`config.mk`:
```
export PLATFORM = sky130hd
export DESIGN_NAME = intlv_sched
export DESIGN_NICKNAME = d
export VERILOG_FILES = /design/src/rtl/intlv_sched_pkg.sv /design/src/rtl/intlv_rr_arb2.sv /design/src/rtl/intlv_sched.sv
export SDC_FILE = /design/constraint.sdc
export NUM_CORES = 1
export LEC_CHECK = 0
export ABC_AREA = 1
export CAP_MARGIN = 30
export CELL_PAD_IN_SITES_DETAIL_PLACEMENT = 1
export CELL_PAD_IN_SITES_GLOBAL_PLACEMENT = 1
export CORE_MARGIN = 3
export CORE_UTILIZATION = 25
export CTS_CLUSTER_SIZE = 20
export DETAILED_ROUTE_END_ITERATION = 8
export PLACE_DENSITY_LB_ADDON = 0.1
export SYNTH_ARGS = -nofsm -noshare
export SYNTH_HDL_FRONTEND = slang
export SYNTH_SLANG_ARGS = --single-unit
```
`constraint.sdc`:
```
create_clock -name clock -period 1.5 [get_ports clock]
set_clock_uncertainty 0.05 [all_clocks]
set_input_delay 0.375 -clock clock [delete_from_list [all_inputs] [get_ports clock]]
set_output_delay 0.375 -clock clock [all_outputs]
set_load 0.01 [all_outputs]
```
`src/rtl/intlv_sched_pkg.sv`:
```
`default_nettype none
// ============================================================================
//  Module   : intlv_sched_pkg
//  Purpose  : Shared types and constants for the interleaver index scheduler.
//  Revision : 1.0  initial release
// ============================================================================
package intlv_sched_pkg;

    localparam int c_idx_w   = 14;
    localparam int c_k_small = 1056;
    localparam int c_k_large = 6144;

    localparam logic [c_idx_w-1:0] c_last_small = 14'd1055;
    localparam logic [c_idx_w-1:0] c_last_large = 14'd6143;

    typedef enum logic [2:0] {
        IDLE   = 3'd0,
        START  = 3'd1,
        RUN    = 3'd2,
        DRAIN1 = 3'd3,
        DRAIN2 = 3'd4
    } state_t;

endpackage
`default_nettype wire

```
`src/rtl/intlv_rr_arb2.sv`:
```
`default_nettype none
// ============================================================================
//  Module   : intlv_rr_arb2
//  Purpose  : Two-way round-robin arbiter with a one-hot combinational grant.
//  Revision : 1.0  initial release
// ============================================================================
module intlv_rr_arb2 (
    input  logic       clock,
    input  logic       reset,
    input  logic [1:0] req,
    input  logic       advance,
    output logic [1:0] grant
);

    // Remembers whether bank 1 won last; reset value makes bank 0 the favourite.
    logic r_last_b1;

    always_comb begin
        grant = 2'b00;
        case (req)
            2'b01:   grant = 2'b01;
            2'b10:   grant = 2'b10;
            2'b11:   grant = r_last_b1 ? 2'b01 : 2'b10;
            default: grant = 2'b00;
        endcase
    end

    always_ff @(posedge clock or posedge reset) begin
        if (reset) begin
            r_last_b1 <= 1'b1;
        end else if (advance && (|grant)) begin
            r_last_b1 <= grant[1];
        end
    end

endmodule
`default_nettype wire

```
`src/rtl/intlv_sched.sv`:
```
`default_nettype none
// ============================================================================
//  Module   : intlv_sched
//  Purpose  : Shares one turbo-interleaver index generator between two banks.
//             Optional RUN watchdog enabled by macro INTLV_SCHED_WDOG_EN.
//  Revision : 1.0  initial release
// ============================================================================
module intlv_sched
    import intlv_sched_pkg::*;
#(
    parameter int IDX_W   = c_idx_w,
    parameter int K_SMALL = c_k_small,
    parameter int K_LARGE = c_k_large
`ifdef INTLV_SCHED_WDOG_EN
    ,parameter int WDOG_CYC = 6160
`endif
) (
    input  logic             clock,
    input  logic             reset,
    input  logic [1:0]       req,
    input  logic [1:0]       req_k,
    output logic [1:0]       grant,
    output logic             gen_ready,
    output logic             gen_k,
    input  logic [IDX_W-1:0] gen_idx,
    input  logic             gen_kout,
    output logic [IDX_W-1:0] idx_out,
    output logic             idx_valid,
    output logic             idx_last,
    output logic [1:0]       done,
    output logic             busy,
    output logic             k_err
`ifdef INTLV_SCHED_WDOG_EN
    ,output logic            wdog_err
`endif
);

    localparam logic [IDX_W-1:0] c_lim_small = IDX_W'(K_SMALL - 1);
    localparam logic [IDX_W-1:0] c_lim_large = IDX_W'(K_LARGE - 1);

    state_t           r_state;
    logic [1:0]       r_grant;
    logic             r_gen_ready;
    logic             r_gen_k;
    logic             r_idx_valid;
    logic [1:0]       r_done;
    logic             r_busy;
    logic             r_k_err;

    logic [1:0]       w_arb_grant;
    logic             w_arb_adv;
    logic             w_win_k;
    logic [IDX_W-1:0] w_last;
    logic             w_at_last;
    logic             w_wdog_hit;

    assign w_arb_adv = (r_state == IDLE) && (|req);
    assign w_win_k   = w_arb_grant[1] ? req_k[1] : req_k[0];
    assign w_last    = r_gen_k ? c_lim_large : c_lim_small;
    assign w_at_last = (gen_idx == w_last);

    intlv_rr_arb2 u_arb (
        .clock   (clock),
        .reset   (reset),
        .req     (req),
        .advance (w_arb_adv),
        .grant   (w_arb_grant)
    );

`ifdef INTLV_SCHED_WDOG_EN
    localparam int c_wd_w = $clog2(WDOG_CYC + 1);

    // Counter holds (RUN cycle number - 1), so the hit fires on RUN cycle WDOG_CYC.
    logic [c_wd_w-1:0] r_run_cnt;
    logic              r_wdog_err;

    assign w_wdog_hit = (r_state == RUN) && (r_run_cnt == c_wd_w'(WDOG_CYC - 1));
    assign wdog_err   = r_wdog_err;

    always_ff @(posedge clock or posedge reset) begin
        if (reset) begin
            r_run_cnt  <= '0;
            r_wdog_err <= 1'b0;
        end else begin
            if (r_state == START) begin
                r_run_cnt <= '0;
            end else if (r_state == RUN) begin
                r_run_cnt <= r_run_cnt + 1'b1;
            end
            if (w_wdog_hit && !w_at_last) begin
                r_wdog_err <= 1'b1;
            end
        end
    end
`else
    assign w_wdog_hit = 1'b0;
`endif

    always_ff @(posedge clock or posedge reset) begin
        if (reset) begin
            r_state     <= IDLE;
            r_grant     <= 2'b00;
            r_gen_ready <= 1'b0;
            r_gen_k     <= 1'b0;
            r_idx_valid <= 1'b0;
            r_done      <= 2'b00;
            r_busy      <= 1'b0;
            r_k_err     <= 1'b0;
        end else begin
            r_gen_ready <= 1'b0;
            r_done      <= 2'b00;
            if ((r_state == RUN) && (gen_kout != r_gen_k)) begin
                r_k_err <= 1'b1;
            end
            case (r_state)
                IDLE: begin
                    if (|req) begin
                        r_grant     <= w_arb_grant;
                        r_gen_k     <= w_win_k;
                        r_gen_ready <= 1'b1;
                        r_busy      <= 1'b1;
                        r_state     <= START;
                    end
                end
                START: begin
                    r_idx_valid <= 1'b1;
                    r_state     <= RUN;
                end
                RUN: begin
                    if (w_at_last || w_wdog_hit) begin
                        r_idx_valid <= 1'b0;
                        r_state     <= DRAIN1;
                    end
                end
                DRAIN1: begin
                    // done is registered here so it appears during DRAIN2.
                    r_done  <= r_grant;
                    r_state <= DRAIN2;
                end
                DRAIN2: begin
                    r_grant <= 2'b00;
                    r_busy  <= 1'b0;
                    r_state <= IDLE;
                end
                default: r_state <= IDLE;
            endcase
        end
    end

    assign grant     = r_grant;
    assign gen_ready = r_gen_ready;
    assign gen_k     = r_gen_k;
    assign idx_out   = gen_idx;
    assign idx_valid = r_idx_valid;
    assign idx_last  = r_idx_valid & w_at_last;
    assign done      = r_done;
    assign busy      = r_busy;
    assign k_err     = r_k_err;

endmodule
`default_nettype wire

```
==> impl_results.md, run 1 <==
* Top FF cell, synth: dfrtp_1
* Vias in the first global route at 705
* Failing checks: negative setup slack
* Internal power at 0.000971 W
* Top-area cell type share of the netlist area at 0.384
* Switching pwr at 0.000594 W
* Ys async rst share at 1.00
* Drc violations at 0
* Share of the clock period used by the worst path at 1.10
* WP buf/inv at 1
* Seq/Total Area, Yosys at 0.418
* Fin. Hold Viols at 0
* Max Cap Viol at 0
* Compound-cell area share of the yosys netlist at 0.0672
* TritonCTS Buffers at 3
* Final #Nets at 166
* Initial Utilization at 0.272
* Largest net degree at the start of global routing at 14
* Critical path's largest stage delay at 440 ps
* Die area at 0.00384 mm²
* Synth top cells by count: 24 x nand2_1, 14 x buf_4, 12 x dfrtp_1, 11 x inv_1, 10 x nor2_1
* Share of layout cells above drive strength 1 at 0.264
* FF+latch count, synth at 13
* CTS H-tree depth at 1
* Worst slew margin at 0.801
* CP startpoint: gen_k$_DFFE_PP0P_
* Maximum clock frequency at 604 MHz
* Hold buffers post-CTS at 0
* Non-filler cells, final at 186
* Shortest period the worst path allows at 1650 ps
* Cell count after placement at 177
* # setup viols final at 2
* Routed wire per std cell at 10.1 µm
* Mapped Cells at 99
* Initial antenna violation count at 0
* Core area at 0.00288 mm²
* CP cell instances: nor2_2, nand2_1, nand2_2, nand3_2, nor2_1, buf_2
* CP Class: reg2out
* Cell area power density at 1250 mW/mm²
* RSZ-0062 raised after global routing: yes
* Critical path peak fanout at 5
* Root Buffer: clkbuf_4
* Total track usage at 0.103
* Sequential share of power at 0.366
* Largest family of logic cells by synthesized area: simple AND/OR/NAND/NOR gates
* Area Overhead vs Synth at 60.0%
* Req. time, crit path at 1070 ps
* R2r startpoint: gen_k$_DFFE_PP0P_
* Row count at 19
* Count leader, synth: nand2_1
* First-pass GRT wire length at 2940 µm
* CTS tree: yes
* Final worst slack at -155 ps
* Dpl hpwl at 1560 µm
* DRT antenna net count at 0
* Clk buf depth at 2
* Total grt overflow at 0
* Clock share of power at 0.133
* Xor/xnor share of the synthesized area at 0.0112
* Lkg Pwr at 0.678 nW
* Startpoint Class: register
* Pre-antenna DRT Iters at 4
* Gpl congestion at 0.665
* Syn Std Cell Area at 782 µm²
* Via count at 734
* Worst-path clk slew at 80 ps
* Post-synth top area cell: dfrtp_1
* # IOs at 45
* Status: complete, but fails checks
* Post-Synth Adder-Cell Area at 0
* Hold Crit Class: in2async
* Crit path DAT at 1230 ps
* Endpoint type of the worst setup path: output pin
* TritonCTS Sinks at 13
* Fin Hold WS at 362 ps
* Filler Cells Inserted at 371
* Switch share at 0.380
* Top post-synthesis cells by area: dfrtp_1 38%, buf_4 13%, nand2_1 12%
* Syn_area_per_cell at 7.90 µm²
* Post-synthesis mux area share at 0
* Clk_lat worst skew at 270 ps
* Ys Warns at 0
* DIE HEIGHT at 61.9 µm
* Crit path max-delay family: flip-flops
* Post-synth EDFFs at 0
* Detailed Route WL at 1890 µm
* Syn Nets at 120
* Final Max Slew Viols at 0
* Post-DR vias/cell at 3.95
* Simple-gate portion of the synthesized area at 0.278
* Antenna fix cells at 0
* Yosys cell types at 20
* Port bufs at 44
* Least-Margin Pin Slew at 299 ps
* Number of DRC markers in iteration 0 at 9
* Max VDD drop at 0.000772 V
* Slowest CP cell: dfrtp_2
* Die width at 61.9 µm
* Logic pwr share at 0.501
==> cells in the final DEF (no fill, tap or decap), drive strengths merged, types with 3 or more instances in the layout <==
| cell | n |
|---|---|
| buf | 13 |
| clkbuf | 4 |
| clkdlybuf4s50 | 6 |
| clkinv | 3 |
| dfrtp | 12 |
| dlygate4sd2 | 36 |
| inv | 16 |
| nand2 | 26 |
| nand3 | 4 |
| nor2 | 12 |
| o21ai | 3 |
==> per-layer routing <==
layer | vias to the layer above | track usage | part of all wire
met3 | 2 | 0.0207 | 0.073
met5 | - | 0 | 0
met4 | 0 | 0.0364 | 0.0037
met2 | 24 | 0.191 | 0.52
met1 | 334 | 0.116 | 0.41
li1 | 374 | - | -
==> worst paths after layout <==
path / to / slack [ps] / depth (start not counted)
worst max-delay path: idx_last / -150 / 6
min in group clock: k_err$_DFFE_PP0P_ / 420 / 1
worst max register to register: r_state[0]$_DFFE_PP0P_ / 250 / 8
worst min-delay path: idx_valid$_DFFE_PP0P_ / 360 / 3
worst min register to register: k_err$_DFFE_PP0P_ / 420 / 1
max in group asynchronous: u_arb.r_last_b1$_DFFE_PP1P_ / 800 / 3
==> per-stage QoR <==
| stage | area, µm² | total power [W] | util | setup TNS [ps] | setup slack, ps |
|---|---|---|---|---|---|
| finish | 1250 | 0.00157 | 0.435 | -259 | -155 |
| global route | 1250 | 0.00171 | 0.435 | -412 | -249 |
| CTS | 1220 | 0.00154 | 0.424 | -213 | -183 |
| detailed placement | 1210 | 0.00136 | 0.422 | -5820 | -781 |
| global placement | 1210 | 0.00135 | 0.422 | -5530 | -763 |
| floorplan | 782 | 0.00100 | - | 0 | 138 |
==> worst min-delay path: cells and delay by family <==
family	cells	cell delay (ps)
buffers and inverters	3	670
==> repair_timing <==
action                     CTS  global route
gates resized for setup     47             6
pin swaps                    9             5
hold endpoints to repair     0             0
setup endpoints to repair   24             2
buffers inserted             3             3
==> final cells by class <==
type	count	area [µm²]	area share
Timing Repair Buffer	55	482	0.385
Sequential cell	13	328	0.262
Multi-Input combinational cell	53	292	0.233
Inverter	19	71.3	0.0570
Tap cell	42	52.6	0.0420
Clock buffer	4	26.3	0.0210
==> flip-flops by register name (all words and copies together) (netlist names) <==
name / count
u_arb.r_last_b1: 1
done: 2
grant: 2
k_err: 1
busy: 1
gen_k: 1
r_state: 3
gen_ready: 1
idx_valid: 1
==> cells by family after synthesis <==
| logic type | count (synthesis) |
|---|---|
| AOI/OAI and AO/OA | 7 |
| xor gates and xnor gates | 1 |
| buffers and inverters | 33 |
| DFF | 13 |
| and+or+nand+nor | 45 |
==> power groups by stage <==
stage               combinational [W]  clock (W)  sequential, W
floorplan                    0.000397          0       0.000606
global placement             0.000776          0       0.000575
detailed placement           0.000787          0       0.000576
CTS                          0.000746   0.000222       0.000570
global route                 0.000873   0.000242       0.000597
finish                       0.000785   0.000208       0.000573
Power figures use the tool's default switching activity.
==> run 2, diff against run 1 <==
- CORE_MARGIN: 3 -> default
- CORE_UTILIZATION: 25 -> 26
- CTS_BUF_LIST: default -> sky130_fd_sc_hd__clkbuf_8
==> run 2 against run 1 <==
  * The run ends with design-rule violations, negative setup slack left
  * Sequential power barely moved
  * Combinational power fell by 7.1%
  * Critical path depth rose by 2
  * Critical path type is now in2out
  * Critical endpoint unchanged
  * Maximum frequency rose by 2.3%
  * Largest power group unchanged
  * Largest cell class unchanged
==> impl_results.md, run 2 (same netlist as run 1, synthesis figures left out) <==
* Status: complete, but fails checks (unchanged)
* Failing checks: design-rule violations, negative setup slack (was negative setup slack)
* Total power at 0.00159 W (was 0.00157 W)
* TritonCTS Sinks at 13 (unchanged)
* Endpoint type of the worst setup path: output pin (unchanged)
* Most common cell after layout, fill and taps aside: dlygate4sd2_1 (unchanged)
* Fin. Hold Viols at 0 (unchanged)
* CTS H-tree depth at 1 (unchanged)
* Post-DR vias/cell at 4.25 (was 3.95)
* CP Class: in2out (was reg2out)
* Worst-path clk slew at 50 ps (was 80 ps)
* Root Buffer: clkbuf_8 (was clkbuf_4)
* Share of the clock period used by the worst path at 1.08 (was 1.10)
* Filler Cells Inserted at 352 (was 371)
* Req. time, crit path at 1070 ps (about the same)
* Worst slew margin at 0.788 (was 0.801)
* Largest net degree at the start of global routing at 14 (unchanged)
* Hold buffers post-CTS at 0 (unchanged)
* Lkg Pwr at 0.688 nW (was 0.678 nW)
* Hold Crit Class: in2async (unchanged)
* RSZ-0062 raised after global routing: yes (unchanged)
* Die width at 56.8 µm (was 61.9 µm)
* Final worst slack at -118 ps (was -155 ps)
* Area Overhead vs Synth at 58.9% (was 60.0%)
* Clk_lat worst skew at 230 ps (was 270 ps)
* Initial Utilization at 0.279 (was 0.272)
* Drc violations at 12 (was 0)
* Via count at 744 (was 734)
* Final Max Slew Viols at 0 (unchanged)
* Max VDD drop at 0.000731 V (was 0.000772 V)
* CTS tree: yes (unchanged)
* Total track usage at 0.118 (was 0.103)
* Clk buf depth at 2 (unchanged)
* DP Area at 0.00120 mm² (was 0.00121 mm²)
* Least-Margin Pin Slew at 318 ps (was 299 ps)
* Cell area power density at 1280 mW/mm² (was 1250 mW/mm²)
* Shortest period the worst path allows at 1620 ps (was 1650 ps)
* Number of DRC markers in iteration 0 at 32 (was 9)
* Crit path DAT at 1190 ps (was 1230 ps)
* Antenna fix cells at 0 (unchanged)
* Setup TNS at -118 ps (was -259 ps)
* Vias in the first global route at 709 (was 705)
* Port bufs at 44 (unchanged)
* Routed wire per std cell at 10.1 µm (about the same)
* Final #Nets at 166 (unchanged)
* Worst reg2reg setup slack at 240 ps (was 250 ps)
* Total grt overflow at 0 (unchanged)
* Gpl congestion at 0.690 (was 0.665)
* TritonCTS Buffers at 3 (unchanged)
* Core area at 0.00281 mm² (was 0.00288 mm²)
* Biggest register: r_state (unchanged)
* Detailed Route WL at 1770 µm (was 1890 µm)
* Commonest cells after routing, fill and taps aside: 36 x dlygate4sd2_1, 23 x nand2_1, 12 x inv_1, 12 x dfrtp_1, 10 x buf_4 (was 36 x dlygate4sd2_1, 23 x nand2_1, 11 x inv_1, 11 x dfrtp_1, 9 x buf_4)
* Die area at 0.00323 mm² (was 0.00384 mm²)
* Pre-antenna DRT Iters at 6 (was 4)
* Post-Layout Inst Area at 0.00124 mm² (was 0.00125 mm²)
* Startpoint Class: input pin (was register)
* Max reg flops at 3 (unchanged)
* Share of layout cells above drive strength 1 at 0.250 (was 0.264)
* Critical path peak fanout at 2 (was 5)
* # IOs at 45 (unchanged)
* DRT antenna net count at 0 (unchanged)
* Dpl hpwl at 1410 µm (was 1560 µm)
* First-pass GRT wire length at 3010 µm (was 2940 µm)
* Max Cap Viol at 0 (unchanged)
* DIE HEIGHT at 56.8 µm (was 61.9 µm)
* # setup viols final at 1 (was 2)
* Initial antenna violation count at 0 (unchanged)
* Row count at 19 (unchanged)
* Maximum clock frequency at 618 MHz (was 604 MHz)
-- run 2: path summary, 6_finish.rpt --
| check | from | end | cells past startpoint |
|---|---|---|---|
| min reg2reg | k_err$_DFFE_PP0P_ | k_err$_DFFE_PP0P_ | 1 |
| max in group asynchronous | reset | u_arb.r_last_b1$_DFFE_PP1P_ | 3 |
| min in group clock | k_err$_DFFE_PP0P_ | k_err$_DFFE_PP0P_ | 1 |
| max | gen_idx[4] | idx_last | 8 |
| min | reset | r_state[1]$_DFFE_PP0P_ | 3 |
| max reg2reg | gen_k$_DFFE_PP0P_ | r_state[0]$_DFFE_PP0P_ | 8 |
-- run 2: final cells by class --
cell class | count | area [µm²] | area share
Clock buffer | 3 | 41.3 | 0.0332
Timing Repair Buffer | 55 | 472 | 0.380
Sequential cell | 13 | 327 | 0.263
Inverter | 19 | 71.3 | 0.0574
Tap cell | 31 | 38.8 | 0.0312
Multi-Input combinational cell | 53 | 289 | 0.233
Clock inverter | 1 | 3.75 | 0.00302
-- run 2: stage by stage --
step | setup WS (ps) | hold slack (ps) | utilization | std cells
3_3_place_gp | -753 | 409 | 0.428 | 166
2_1_floorplan | 138 | 201 | - | 99
6_report | -118 | 393 | 0.443 | 175
4_1_cts | -192 | 397 | 0.434 | 173
3_5_place_dp | -789 | 413 | 0.428 | 166
5_1_grt | -210 | 397 | 0.443 | 175
-- run 2: routing by layer --
metal  global-route usage  part of all wire  up-vias
li1                     -                 -      373
met5                    0                 0        -
met1                0.128              0.38      347
met3               0.0253             0.070        2
met4               0.0418            0.0090        0
met2                0.223              0.54       22
-- run 2: worst max-delay path, cell delays in order --
cell,delay (ps)
dlygate4sd2_1,210
inv_1,40
nor2_1,90
nand2_1,70
nor2_2,110
nand3_2,90
nor2_2,70
buf_2,130
-- run 2: power breakdown --
group	internal [W]	switching [W]	leakage (nW)	total [W]
Combinational	0.000343	0.000386	0.506	0.000729
Sequential	0.000482	0.0000877	0.155	0.000570
Clock	0.000180	0.000109	0.0269	0.000289
-- run 2: what timing repair did --
item                       CTS  global route
gates resized for setup     45             3
setup endpoints to repair   24             2
pin swaps                    9             5
setup buffers                3             2
